`src/rtl/dmem_pkg.sv`:
```
`default_nettype none
// ============================================================================
//  Module  : dmem_pkg
//  Purpose : Shared definitions for the data-memory arbiter. Holds the access
//            size codes, the memory write-strobe codes, the arbiter FSM state
//            enum, and helpers for size decoding and alignment checking.
//  Rev     : 1.0  initial release
// ============================================================================
package dmem_pkg;

  // Access size as presented by the requesting ports and on mem_data
  localparam logic [1:0] SIZE_BYTE    = 2'b00;
  localparam logic [1:0] SIZE_HALF    = 2'b01;
  localparam logic [1:0] SIZE_WORD    = 2'b10;
  localparam logic [1:0] SIZE_ILLEGAL = 2'b11;

  // Write strobe encoding on mem_write
  localparam logic [1:0] MW_NONE = 2'b00;
  localparam logic [1:0] MW_BYTE = 2'b01;
  localparam logic [1:0] MW_HALF = 2'b10;
  localparam logic [1:0] MW_WORD = 2'b11;

  typedef enum logic [1:0] {
    IDLE   = 2'b00,
    ACCESS = 2'b01,
    RESP   = 2'b10
  } state_e;

  // Size 11, a halfword on an odd address, or a word off a 4-byte boundary
  function automatic logic access_illegal(input logic [1:0] size,
                                          input logic [1:0] addr_lo);
    logic bad;
    bad = 1'b0;
    case (size)
      SIZE_HALF:    bad = addr_lo[0];
      SIZE_WORD:    bad = |addr_lo;
      SIZE_ILLEGAL: bad = 1'b1;
      default:      bad = 1'b0;
    endcase
    return bad;
  endfunction

  // Store size to write-strobe code
  function automatic logic [1:0] size_to_mw(input logic [1:0] size);
    logic [1:0] mw;
    mw = MW_NONE;
    case (size)
      SIZE_BYTE: mw = MW_BYTE;
      SIZE_HALF: mw = MW_HALF;
      SIZE_WORD: mw = MW_WORD;
      default:   mw = MW_NONE;
    endcase
    return mw;
  endfunction

endpackage
`default_nettype wire

```
`src/rtl/rr_arbiter2.sv`:
```
`default_nettype none
// ============================================================================
//  Module  : rr_arbiter2
//  Purpose : Two-input round-robin selector (purely combinational).
//  Ports   : req[1:0]  request vector (bit 0 = port A, bit 1 = port B)
//            last      index of the port served most recently (1 = B)
//            gnt[1:0]  one-hot grant, zero when nothing is requested
//  Rev     : 1.0  initial release
// ============================================================================
module rr_arbiter2 (
  input  logic [1:0] req,
  input  logic       last,
  output logic [1:0] gnt
);

  always_comb begin
    gnt = 2'b00;
    case (req)
      2'b01:   gnt = 2'b01;
      2'b10:   gnt = 2'b10;
      // On a tie the port that was not served last wins
      2'b11:   gnt = last ? 2'b01 : 2'b10;
      default: gnt = 2'b00;
    endcase
  end

endmodule
`default_nettype wire

```
`src/rtl/dmem_arbiter.sv`:
```
`default_nettype none
// ============================================================================
//  Module  : dmem_arbiter
//  Purpose : Shares one data memory between port A (pipeline MEM stage) and
//            port B (loader/debug). One access every two cycles:
//            grant (IDLE/RESP) -> ACCESS (memory driven) -> RESP (rvalid).
//  Ports   : clk, rst_n                 clock, async active-low reset
//            x_req/x_we/x_size/x_addr/x_wdata  port request (x = a, b)
//            x_gnt                      request accepted this cycle
//            x_rvalid/x_err/x_rdata     completion pulse, error, load data
//            mem_address/mem_data_in    address and store data to memory
//            mem_write, mem_data        write strobe code, read size
//            mem_data_out               combinational read data from memory
//  Rev     : 1.0  initial release
// ============================================================================
module dmem_arbiter
  import dmem_pkg::*;
(
  input  logic        clk,
  input  logic        rst_n,
  input  logic        a_req,
  input  logic        a_we,
  input  logic [1:0]  a_size,
  input  logic [31:0] a_addr,
  input  logic [31:0] a_wdata,
  output logic        a_gnt,
  output logic        a_rvalid,
  output logic        a_err,
  output logic [31:0] a_rdata,
  input  logic        b_req,
  input  logic        b_we,
  input  logic [1:0]  b_size,
  input  logic [31:0] b_addr,
  input  logic [31:0] b_wdata,
  output logic        b_gnt,
  output logic        b_rvalid,
  output logic        b_err,
  output logic [31:0] b_rdata,
  output logic [31:0] mem_address,
  output logic [31:0] mem_data_in,
  output logic [1:0]  mem_write,
  output logic [1:0]  mem_data,
  input  logic [31:0] mem_data_out
);

  state_e      state_q, state_d;
  logic        last_q, last_d;     // 1 = port B served most recently
  logic        owner_q, owner_d;   // 1 = port B owns the current access
  logic        we_q, we_d;
  logic [1:0]  size_q, size_d;
  logic [31:0] addr_q, addr_d;
  logic [31:0] wdata_q, wdata_d;
  logic [31:0] a_rdata_q, a_rdata_d;
  logic [31:0] b_rdata_q, b_rdata_d;
  logic        a_err_q, a_err_d;
  logic        b_err_q, b_err_d;

  logic [1:0]  arb_gnt;
  logic        illegal;
  logic [31:0] capture;

  rr_arbiter2 u_rr (
    .req  ({b_req, a_req}),
    .last (last_q),
    .gnt  (arb_gnt)
  );

  always_comb begin
    state_d     = state_q;
    last_d      = last_q;
    owner_d     = owner_q;
    we_d        = we_q;
    size_d      = size_q;
    addr_d      = addr_q;
    wdata_d     = wdata_q;
    a_rdata_d   = a_rdata_q;
    b_rdata_d   = b_rdata_q;
    a_err_d     = a_err_q;
    b_err_d     = b_err_q;
    a_gnt       = 1'b0;
    b_gnt       = 1'b0;
    mem_address = 32'd0;
    mem_data_in = 32'd0;
    mem_write   = MW_NONE;
    mem_data    = SIZE_WORD;

    illegal = access_illegal(size_q, addr_q[1:0]);
    // Stores and faulting accesses complete with zero data
    capture = (we_q || illegal) ? 32'd0 : mem_data_out;

    case (state_q)
      ACCESS: begin
        mem_address = addr_q;
        mem_data_in = wdata_q;
        mem_data    = size_q;
        mem_write   = (we_q && !illegal) ? size_to_mw(size_q) : MW_NONE;
        if (owner_q) begin
          b_rdata_d = capture;
          b_err_d   = illegal;
        end else begin
          a_rdata_d = capture;
          a_err_d   = illegal;
        end
        state_d = RESP;
      end
      default: begin
        // IDLE and RESP both accept a new request back-to-back
        if (|arb_gnt) begin
          a_gnt   = arb_gnt[0];
          b_gnt   = arb_gnt[1];
          owner_d = arb_gnt[1];
          last_d  = arb_gnt[1];
          we_d    = arb_gnt[1] ? b_we    : a_we;
          size_d  = arb_gnt[1] ? b_size  : a_size;
          addr_d  = arb_gnt[1] ? b_addr  : a_addr;
          wdata_d = arb_gnt[1] ? b_wdata : a_wdata;
          state_d = ACCESS;
        end else begin
          state_d = IDLE;
        end
      end
    endcase
  end

  always_ff @(posedge clk or negedge rst_n) begin
    if (!rst_n) begin
      state_q   <= IDLE;
      last_q    <= 1'b1;
      owner_q   <= 1'b0;
      we_q      <= 1'b0;
      size_q    <= SIZE_WORD;
      addr_q    <= 32'd0;
      wdata_q   <= 32'd0;
      a_rdata_q <= 32'd0;
      b_rdata_q <= 32'd0;
      a_err_q   <= 1'b0;
      b_err_q   <= 1'b0;
    end else begin
      state_q   <= state_d;
      last_q    <= last_d;
      owner_q   <= owner_d;
      we_q      <= we_d;
      size_q    <= size_d;
      addr_q    <= addr_d;
      wdata_q   <= wdata_d;
      a_rdata_q <= a_rdata_d;
      b_rdata_q <= b_rdata_d;
      a_err_q   <= a_err_d;
      b_err_q   <= b_err_d;
    end
  end

  assign a_rvalid = (state_q == RESP) && !owner_q;
  assign b_rvalid = (state_q == RESP) &&  owner_q;
  assign a_rdata  = a_rdata_q;
  assign b_rdata  = b_rdata_q;
  assign a_err    = a_err_q;
  assign b_err    = b_err_q;

endmodule
`default_nettype wire

```
`config.mk`:
```
export PLATFORM = sky130hd
export DESIGN_NAME = dmem_arbiter
export DESIGN_NICKNAME = d
export VERILOG_FILES = /design/src/rtl/dmem_pkg.sv /design/src/rtl/rr_arbiter2.sv /design/src/rtl/dmem_arbiter.sv
export SDC_FILE = /design/constraint.sdc
export NUM_CORES = 1
export LEC_CHECK = 0
export CELL_PAD_IN_SITES_DETAIL_PLACEMENT = 0
export CELL_PAD_IN_SITES_GLOBAL_PLACEMENT = 1
export CORE_MARGIN = 3
export CORE_UTILIZATION = 31
export DETAILED_ROUTE_END_ITERATION = 12
export GPL_ROUTABILITY_DRIVEN = 0
export PLACE_DENSITY_LB_ADDON = 0.2
export SETUP_SLACK_MARGIN = 0.4
export SYNTH_ARGS = -nofsm -noshare
export SYNTH_HDL_FRONTEND = slang
export SYNTH_SLANG_ARGS = --single-unit
```
`constraint.sdc`:
```
create_clock -name clk -period 2.45 [get_ports clk]
set_input_delay 0.49 -clock clk [delete_from_list [all_inputs] [get_ports clk]]
set_output_delay 0.49 -clock clk [all_outputs]
set_load 0.01 [all_outputs]
```
## Yosys cells after proc, flatten, opt, wreduce, memory -nomap -nowiden

Cells that the tools add are included.

- Register bits after elaboration: 137
- Bits in writable memories: 0
- Latch bits: 0
- Bits of input ports: 170
- Memories kept: 0
- Bits in read-only memories: 0

- Divide/modulo/power cells: 0
- Equal/unequal tests: 8
- Multiplexer cells: 20
- Order comparisons: 0
- Reduce and logical (&&, ||, !) cells: 12
- Shift-type cells: 0
- Multipliers: 0
- Add/sub/neg operators: 0
- Bitwise logic cells: 2

Operators by type and width:

| kind | number |
|---|---|
| 2-to-1 mux 32 bit | 5 |
| 2-to-1 mux 2 bit | 6 |
| case mux 2 bit (3 select lines) | 2 |
| == test 2 bit (second input constant) | 5 |
| == test 2 x 1 -> 1 bit (second input constant) | 3 |
| 2-to-1 mux 1 bit | 6 |
| AND reduction 2 bit | 3 |
| OR reduction 2 bit | 2 |
| logical AND 1 bit | 3 |
| case mux 1 bit (3 select lines) | 1 |
| zero test 1 bit | 2 |
| zero test 2 bit | 1 |
| NOT 1 bit | 2 |
| logical OR 1 bit | 1 |

## Depth between registers and ports, before layout

Gate-level depths: netlist (run 1).

- Depth in word-level cells: 6
- Mapped depth: 6
- Mapped depth without buffers: 5

## Modules after synthesis

From an unflattened synthesis (run 1), not the netlist that was laid out.

- Cell total of the unflattened synthesis: 546
- Area total of the unflattened synthesis: 7061.8 um^2

Modules (own cells, without submodules):

| module | cells an instance | area an instance (um^2) | sequential area each (um^2) | instances |
|---|---|---|---|---|
| dmem_arbiter | 543 | 7043.0 | 3430.8 | 1 |
| rr_arbiter2 | 3 | 18.8 | 0.0 | 1 |

## Worst setup path after synthesis (run 1)

Ideal clock, no wire load.

- Kind: register to output
- From: register size_q[1]
- To: output port mem_write[0]
- Data arrival time: 1.487 ns
- Data required time: 1.960 ns
- Setup slack: 0.473 ns
- Stages on the path, launching flop included: 6
- Cell sequence: dfstp_2 inv_1 ha_1 or3_4 nand2_1 o2111a_1

- Longest elaborated chain between the ends: 6

Ends and longest elaborated chain:

| element | RTL line | RTL |
|---|---|---|
| from (decl) | dmem_arbiter.sv:50 | `logic [1:0] size_q, size_d;` |
| from (signal assigned) | dmem_arbiter.sv:143 | `size_q <= size_d;` |
| == test 2 bit (tied with other cells) | dmem_pkg.sv:34 | `case (size)` |
| case mux 1 bit (3 select lines) | dmem_pkg.sv:34 |  |
| zero test 1 bit | dmem_arbiter.sv:96 | `mem_write = (we_q && !illegal) ? size_to_mw(size_q) : MW_NONE;` |
| logical AND 1 bit | dmem_arbiter.sv:96 |  |
| 2-to-1 mux 2 bit * | dmem_arbiter.sv:96 |  |
| 2-to-1 mux 2 bit * | dmem_arbiter.sv:91 | `case (state_q)` |
| to (decl) | dmem_arbiter.sv:41 | `output logic [1:0] mem_write,` |

Every way passes the cells marked *; elsewhere a longest branch is shown, timed or not.

## Final worst setup path (run 1)

- From: register size_q[0]
- To: output port mem_write[1]

The elaborated chain is that of the path after synthesis.

==> impl_metrics.py, run 1 <==
metrics = {
    "timing": {
        "fin_ws_ns": 0.0651,
        "hold_slack_ns": 0.0128,
        "finalSetupViolCount": 0,
        "slew_headroom_pct": 67.0,
        "finClkSkew_ns": 0.00467,
        "drv_slew": 0,
        "max_freq_mhz": 419,
        "worstMarginPinSlew_ns": 0.495,
        "min_period_ns": 2.38,
        "hold_violations": 0,
        "rsz0062_at_grt": "true",
        "fin_crit_sh_pct": 97.3,
    },
    "setup_path": {
        "startpoint_type": "register",
        "worstSetupPathType": "register to primary output",
        "endpoint_kind": "primary output",
        "crit_fanout": 3,
        "critPathRequiredTime_ns": 1.96,
        "cp_slowest_cell": "dfrtp_1",
        "worst_path_largest_cell_delay_ns": 0.42,
        "arrival_ns": 1.89,
        "crit_chain": "buf_6 -> ha_4 -> or3_4 -> nand2_4 -> o2111a_1 -> buf_2",
    },
    "power": {
        "max-vdd-ir-drop_uv": 630,
        "power_mw": 16.2,
        "p_leak_nw": 5.51,
        "powerDensity_nw_per_um2": 1360,
    },
    "run": {
        "cap_violations": 0,
    },
    "clocking": {
        "cts_root_buf": "clkbuf_16",
        "clock_latency_ns": 0.41,
        "cts_tree": "yes",
        "hold_buffers": 0,
        "cts_num_sinks": 137,
        "cts_max_level": 4,
        "path_clk_slew_ns": 0.06,
        "cts_made_buffers": 17,
        "clockBufferDepth": 2,
    },
    "detailed_routing": {
        "detail_route.drc_violations": 0,
        "num_vias": 6289,
        "wl_per_cell_um": 19.9,
        "vias_per_cell": 4.98,
        "firstDrtPassIters": 4,
        "drt-total-wl_mm": 25.1,
        "antenna_left": 0,
        "drtIter0Drc": 363,
    },
    "die": {
        "die_w_um": 153,
        "core_area_sq_um": 21200,
        "ios": 308,
        "fp.dieH_um": 153,
        "start_util_pct": 31.8,
        "rows": 53,
        "die_area_sq_um": 23500,
    },
    "logic_synthesis": {
        "yosysUniqueCellTypes": 34,
        "netlist_instances": 629,
        "netlist_area_sq_um": 6740,
        "ys_ff_latch": 137,
        "synth_top_cell_by_area": "dfrtp_1",
        "ys_async_sr_fraction_pct": 100,
        "syn-num-nets": 803,
        "avgSynthCellArea_sq_um": 10.7,
        "synth_top_area_share_pct": 50.1,
        "seq_area_frac_synth_pct": 50.9,
        "synth_edf_count": 0,
        "netlist_top_cells_area": "dfrtp_1 (50%), o21ai_0 (10%), mux2i_1 (10%), and2_1 (5.9%), a22o_1 (4.2%)",
        "yosys_warnings": 0,
        "synth_most_common_cell": "o21ai_0",
        "yosys_most_used_dff": "dfrtp_1",
        "synth_common_cells": "o21ai_0 (136), dfrtp_1 (135), mux2i_1 (67)",
    },
    "final_layout": {
        "nets": 1150,
        "insertedDiodeCount": 0,
        "drive_above_1_share_pct": 27.7,
        "stdcell_area_sq_um": 11900,
        "area_growth_pct": 76.9,
    },
    "global_routing": {
        "grt_pass1_wl_mm": 37.7,
        "grt_pass1_vias": 6651,
        "met1_usage_pct": 26.7,
        "grt_start_max_net_pins": 65,
        "grtUsageTotal_pct": 20.3,
        "use_met2_pct": 32.0,
        "grt_use_met3_pct": 6.48,
        "antenna_found_initial": 1,
        "top_usage_layer": "met2",
        "overflow": 0,
    },
    "placed_design": {
        "numPortBuffers": 307,
        "dp_hpwl_mm": 16.0,
        "dpl_cell_area_sq_um": 10100,
        "place_ws_ns": -0.0699,
    },
    "outcome": {
        "status": "completed",
    },
    "min_path": {
        "hp-class": "input pin to asynchronous set/reset pin",
    },
}
-- logic make-up after synthesis --
group	synth area share, %
adders and majority gates	0.743
buffers and inverters	5.14
AOI/OAI and AO/OA	19.9
and+or+nand+nor	13.3
DFF	50.9
muxes	9.96
-- what timing repair did --
item                       CTS  global route
setup buffers               32             8
pin swaps                   34            27
cloned                       9             4
setup endpoints to repair  118           128
resized for setup          409            73
-- critical path: cells and delay by family (launching register included) --
family / cells / cell delay [ns]
fa+ha+maj: 1 / 0.15
flops: 1 / 0.42
simple gates: 2 / 0.46
buf+inv: 2 / 0.27
compound gates: 1 / 0.18
-- area by class of cell --
class / instances / area, sq um
inverters: 6 / 30.0
multi-input cells: 426 / 3200
flip-flops and latches: 137 / 3430
well taps: 275 / 344
fillers: 1789 / 9240
repair buffers: 388 / 4300
clock buffers: 19 / 443
clock inverters: 11 / 173
-- per-stage QoR --
step                      TNS [ns]  util [%]  std cells
final                            0      56.3       1262
after global routing             0      56.3       1262
after CTS                        0      54.5       1250
after detailed placement    -0.218      48.0       1179
after global placement     -0.0730      48.0       1179
after floorplan                  0         -        629
-- power by group --
| part | switching (mW) | total [mW] | internal (mW) | leakage (nW) |
|---|---|---|---|---|
| Sequential | 0.649 | 4.00 | 3.35 | 1.72 |
| Clock | 1.00 | 2.72 | 1.72 | 0.288 |
| Combinational | 3.98 | 9.45 | 5.47 | 3.50 |
| Total | 5.63 | 16.2 | 10.5 | 5.51 |
-- registers in the layout (all words and copies together), names as in the netlist --
register,flops
owner_q,1
a_err,1
b_rdata,32
a_rdata,32
state_q,2
addr_q,32
wdata_q,32
we_q,1
size_q,2
last_q,1
b_err,1
-- routing by layer --
layer	part of all wire, %	up-vias
li1	-	2942
met3	8.0	29
met4	1.8	2
met1	43	3054
met5	0.028	-
met2	47	262
-- placed cells by master, fill, tap and decap left out, types with 2 or more instances in the layout --
cell type | synthesis | layout
clkdlybuf4s50_1 | 0 | 233
o21ai_0 | 136 | 136
dfrtp_1 | 135 | 133
buf_6 | 9 | 83
mux2i_1 | 67 | 67
and2_4 | 0 | 63
nor2b_1 | 32 | 32
and3_1 | 32 | 32
a22o_1 | 32 | 32
buf_4 | 5 | 32
a31o_1 | 23 | 23
clkbuf_16 | 0 | 21
buf_12 | 0 | 14
a31o_2 | 9 | 9
buf_16 | 0 | 8
buf_8 | 0 | 5
nand2_1 | 5 | 4
clkinvlp_4 | 0 | 4
bufinv_16 | 0 | 4
nor2_1 | 5 | 3
inv_1 | 5 | 3
o2111a_1 | 2 | 2
inv_2 | 1 | 2
nor2_4 | 0 | 2
ha_4 | 0 | 2
bufbuf_16 | 0 | 2
dfstp_2 | 2 | 2
dlygate4sd2_1 | 0 | 2
buf_2 | 10 | 2
clkbuf_2 | 0 | 2
dfrtp_2 | 0 | 2
-- final timing paths --
| kind | start | end | slack (ns) | cells after the start |
|---|---|---|---|---|
| worst max-delay path | size_q[0] | mem_write[1] | 0.07 | 6 |
| worst min-delay path | rst_n | b_rdata[15] | 0.01 | 1 |
| worst max register to register | size_q[0] | a_rdata[11] | 0.38 | 8 |
| worst min register to register | b_err | b_err | 0.49 | 2 |
| max in group asynchronous | rst_n | last_q | 1.74 | 2 |
| min in group clk | a_req | last_q | 0.46 | 3 |
Power figures use the tool's default switching activity.
==> run 2: changes to the inputs <==
--- a/config.mk
+++ b/config.mk
@@ -12,6 +12,7 @@
 export DETAILED_ROUTE_END_ITERATION = 12
 export GPL_ROUTABILITY_DRIVEN = 0
 export PLACE_DENSITY_LB_ADDON = 0.2
+export REMOVE_ABC_BUFFERS = 1
 export SETUP_SLACK_MARGIN = 0.4
 export SYNTH_ARGS = -nofsm -noshare
 export SYNTH_HDL_FRONTEND = slang
==> impl_metrics.py, run 2 (synthesis gave the netlist of run 1 again) <==
metrics = {
    "outcome": {
        "status": "completed",
    },
    "placed_design": {
        "dpl_cell_area_sq_um": 10100,
        "dp.cells": 1174,
        "dp_hpwl_mm": 15.0,
        "place_ws_ns": -0.0417,
        "numPortBuffers": 307,
    },
    "setup_path": {
        "endpoint_kind": "primary output",
        "reg2reg_slack_ns": 0.21,
        "startpoint_type": "register",
        "arrival_ns": 1.86,
        "worstSetupPathType": "register to primary output",
        "critPathRequiredTime_ns": 1.96,
        "crit_fanout": 3,
    },
    "timing": {
        "min_period_ns": 2.35,
        "max_freq_mhz": 425,
        "fin_ws_ns": 0.0961,
        "hold_violations": 0,
        "worstMarginPinSlew_ns": 0.588,
        "rsz0062_at_grt": "true",
        "tns_ns": 0,
        "finClkSkew_ns": 0.00896,
        "finalSetupViolCount": 0,
        "slew_headroom_pct": 60.8,
        "fin_crit_sh_pct": 96.1,
        "drv_slew": 0,
        "hold_slack_ns": 0.0567,
    },
    "power": {
        "pwr-share-comb_pct": 60.7,
        "p_leak_nw": 5.55,
        "seq_power_share_pct": 24.3,
        "max-vdd-ir-drop_uv": 474,
        "power_mw": 16.3,
        "switchingPower_mw": 5.74,
        "p_int_mw": 10.5,
        "powerDensity_nw_per_um2": 1360,
        "clkPwrFrac_pct": 15.0,
        "netSwitchingFraction_pct": 35.3,
    },
    "final_layout": {
        "drive_above_1_share_pct": 28.2,
        "layout_commonest_cell": "clkdlybuf4s50_1",
        "layoutNonFillerInstCount": 1275,
        "area_growth_pct": 78.0,
        "final_cell_mix": "clkdlybuf4s50_1 (234), o21ai_0 (136), dfrtp_1 (134), buf_6 (87), mux2i_1 (67)",
        "finalCoreUtilization_pct": 56.7,
        "stdcell_area_sq_um": 12000,
        "insertedDiodeCount": 0,
        "nets": 1161,
    },
    "detailed_routing": {
        "vias_per_cell": 4.95,
        "wl_per_cell_um": 18.9,
        "antenna_left": 0,
        "drt-total-wl_mm": 24.1,
        "firstDrtPassIters": 4,
        "drtIter0Drc": 293,
        "detail_route.drc_violations": 0,
        "num_vias": 6313,
    },
    "clocking": {
        "path_clk_slew_ns": 0.06,
        "cts_root_buf": "clkbuf_16",
        "clock_latency_ns": 0.42,
        "clockBufferDepth": 2,
        "cts_made_buffers": 17,
        "cts_tree": "yes",
        "cts_max_level": 4,
        "cts_num_sinks": 137,
    },
    "die": {
        "rows": 53,
        "die_w_um": 153,
        "start_util_pct": 31.8,
        "core_area_sq_um": 21200,
        "die_area_sq_um": 23500,
        "fp.dieH_um": 153,
        "ios": 308,
    },
    "global_routing": {
        "overflow": 0,
        "grt_pass1_wl_mm": 36.2,
        "antenna_found_initial": 0,
        "grt_start_max_net_pins": 69,
        "grtUsageTotal_pct": 19.3,
        "grt_pass1_vias": 6557,
    },
    "min_path": {
        "hp-class": "input pin to asynchronous set/reset pin",
    },
    "run": {
        "cap_violations": 0,
    },
}
run 2: cell types whose count changed in the layout (fill, tap and decap cells not counted), sizes merged:
cell / previous run / this run
bufinv: 4 / 1
clkbuf: 25 / 24
clkdlybuf4s50: 233 / 234
inv: 7 / 10
clkinv: 2 / 6
dlymetal6s2s: 1 / 0
buf: 144 / 154
run 2: path summary, 6_finish.rpt:
| path | startpoint | to | cells past startpoint |
|---|---|---|---|
| setup reg to reg | size_q[1] | a_rdata[2] | 9 |
| max in group asynchronous | rst_n | size_q[1] | 2 |
| hold / removal | rst_n | b_rdata[0] | 1 |
| min in group clk | addr_q[15] | addr_q[15] | 2 |
| hold reg to reg | addr_q[15] | addr_q[15] | 2 |
| setup / recovery | size_q[1] | mem_write[0] | 6 |
run 2: repair_timing:
action | CTS | global route
cloned | 11 | 7
pin swaps | 25 | 66
endpoints found under the hold margin | 0 | 0
setup endpoints to repair | 72 | 113
resized for setup | 405 | 67
hold buffers | 0 | 0
setup buffers | 37 | 14
run 2: worst max-delay path: stages (launching register included):
cell and delay (ns):
dfstp_2 0.37, buf_4 0.15, ha_4 0.16, or3_4 0.40, nand2_4 0.08, o2111a_1 0.16, buf_2 0.13
run 2: per-layer routing:
metal	vias up	GRT usage (%)	part of all wire, %
met2	260	31.7	49
met1	3057	24.8	42
met3	26	6.60	7.9
li1	2970	-	-
met5	-	0	0
met4	0	4.42	1.7
run 2: layout make-up:
class / instances / area [sq um]
Clock buffer: 18 / 429
Clock inverter: 14 / 124
Fill cell: 1806 / 9170
Inverter: 6 / 30.0
Multi-Input combinational cell: 426 / 3190
Sequential cell: 137 / 3430
Tap cell: 275 / 344
Timing Repair Buffer: 398 / 4420
Timing Repair inverter: 1 / 16.3
run 2: power by group through the flow:
stage | clock network (mW) | logic, mW | registers, mW
2_1_floorplan | 0 | 2.93 | 4.06
4_1_cts | 2.50 | 8.71 | 3.93
3_3_place_gp | 0 | 6.82 | 3.88
3_5_place_dp | 0 | 6.89 | 3.93
5_1_grt | 2.60 | 10.5 | 4.10
6_report | 2.44 | 9.87 | 3.95
==> run 3: changes to the inputs <==
--- a/config.mk
+++ b/config.mk
@@ -5,6 +5,7 @@
 export SDC_FILE = /design/constraint.sdc
 export NUM_CORES = 1
 export LEC_CHECK = 0
+export CAP_MARGIN = 25
 export CELL_PAD_IN_SITES_DETAIL_PLACEMENT = 0
 export CELL_PAD_IN_SITES_GLOBAL_PLACEMENT = 1
 export CORE_MARGIN = 3
==> results of run 3 <==
No change in the layout: final DEF, timing and power equal those of run 2.
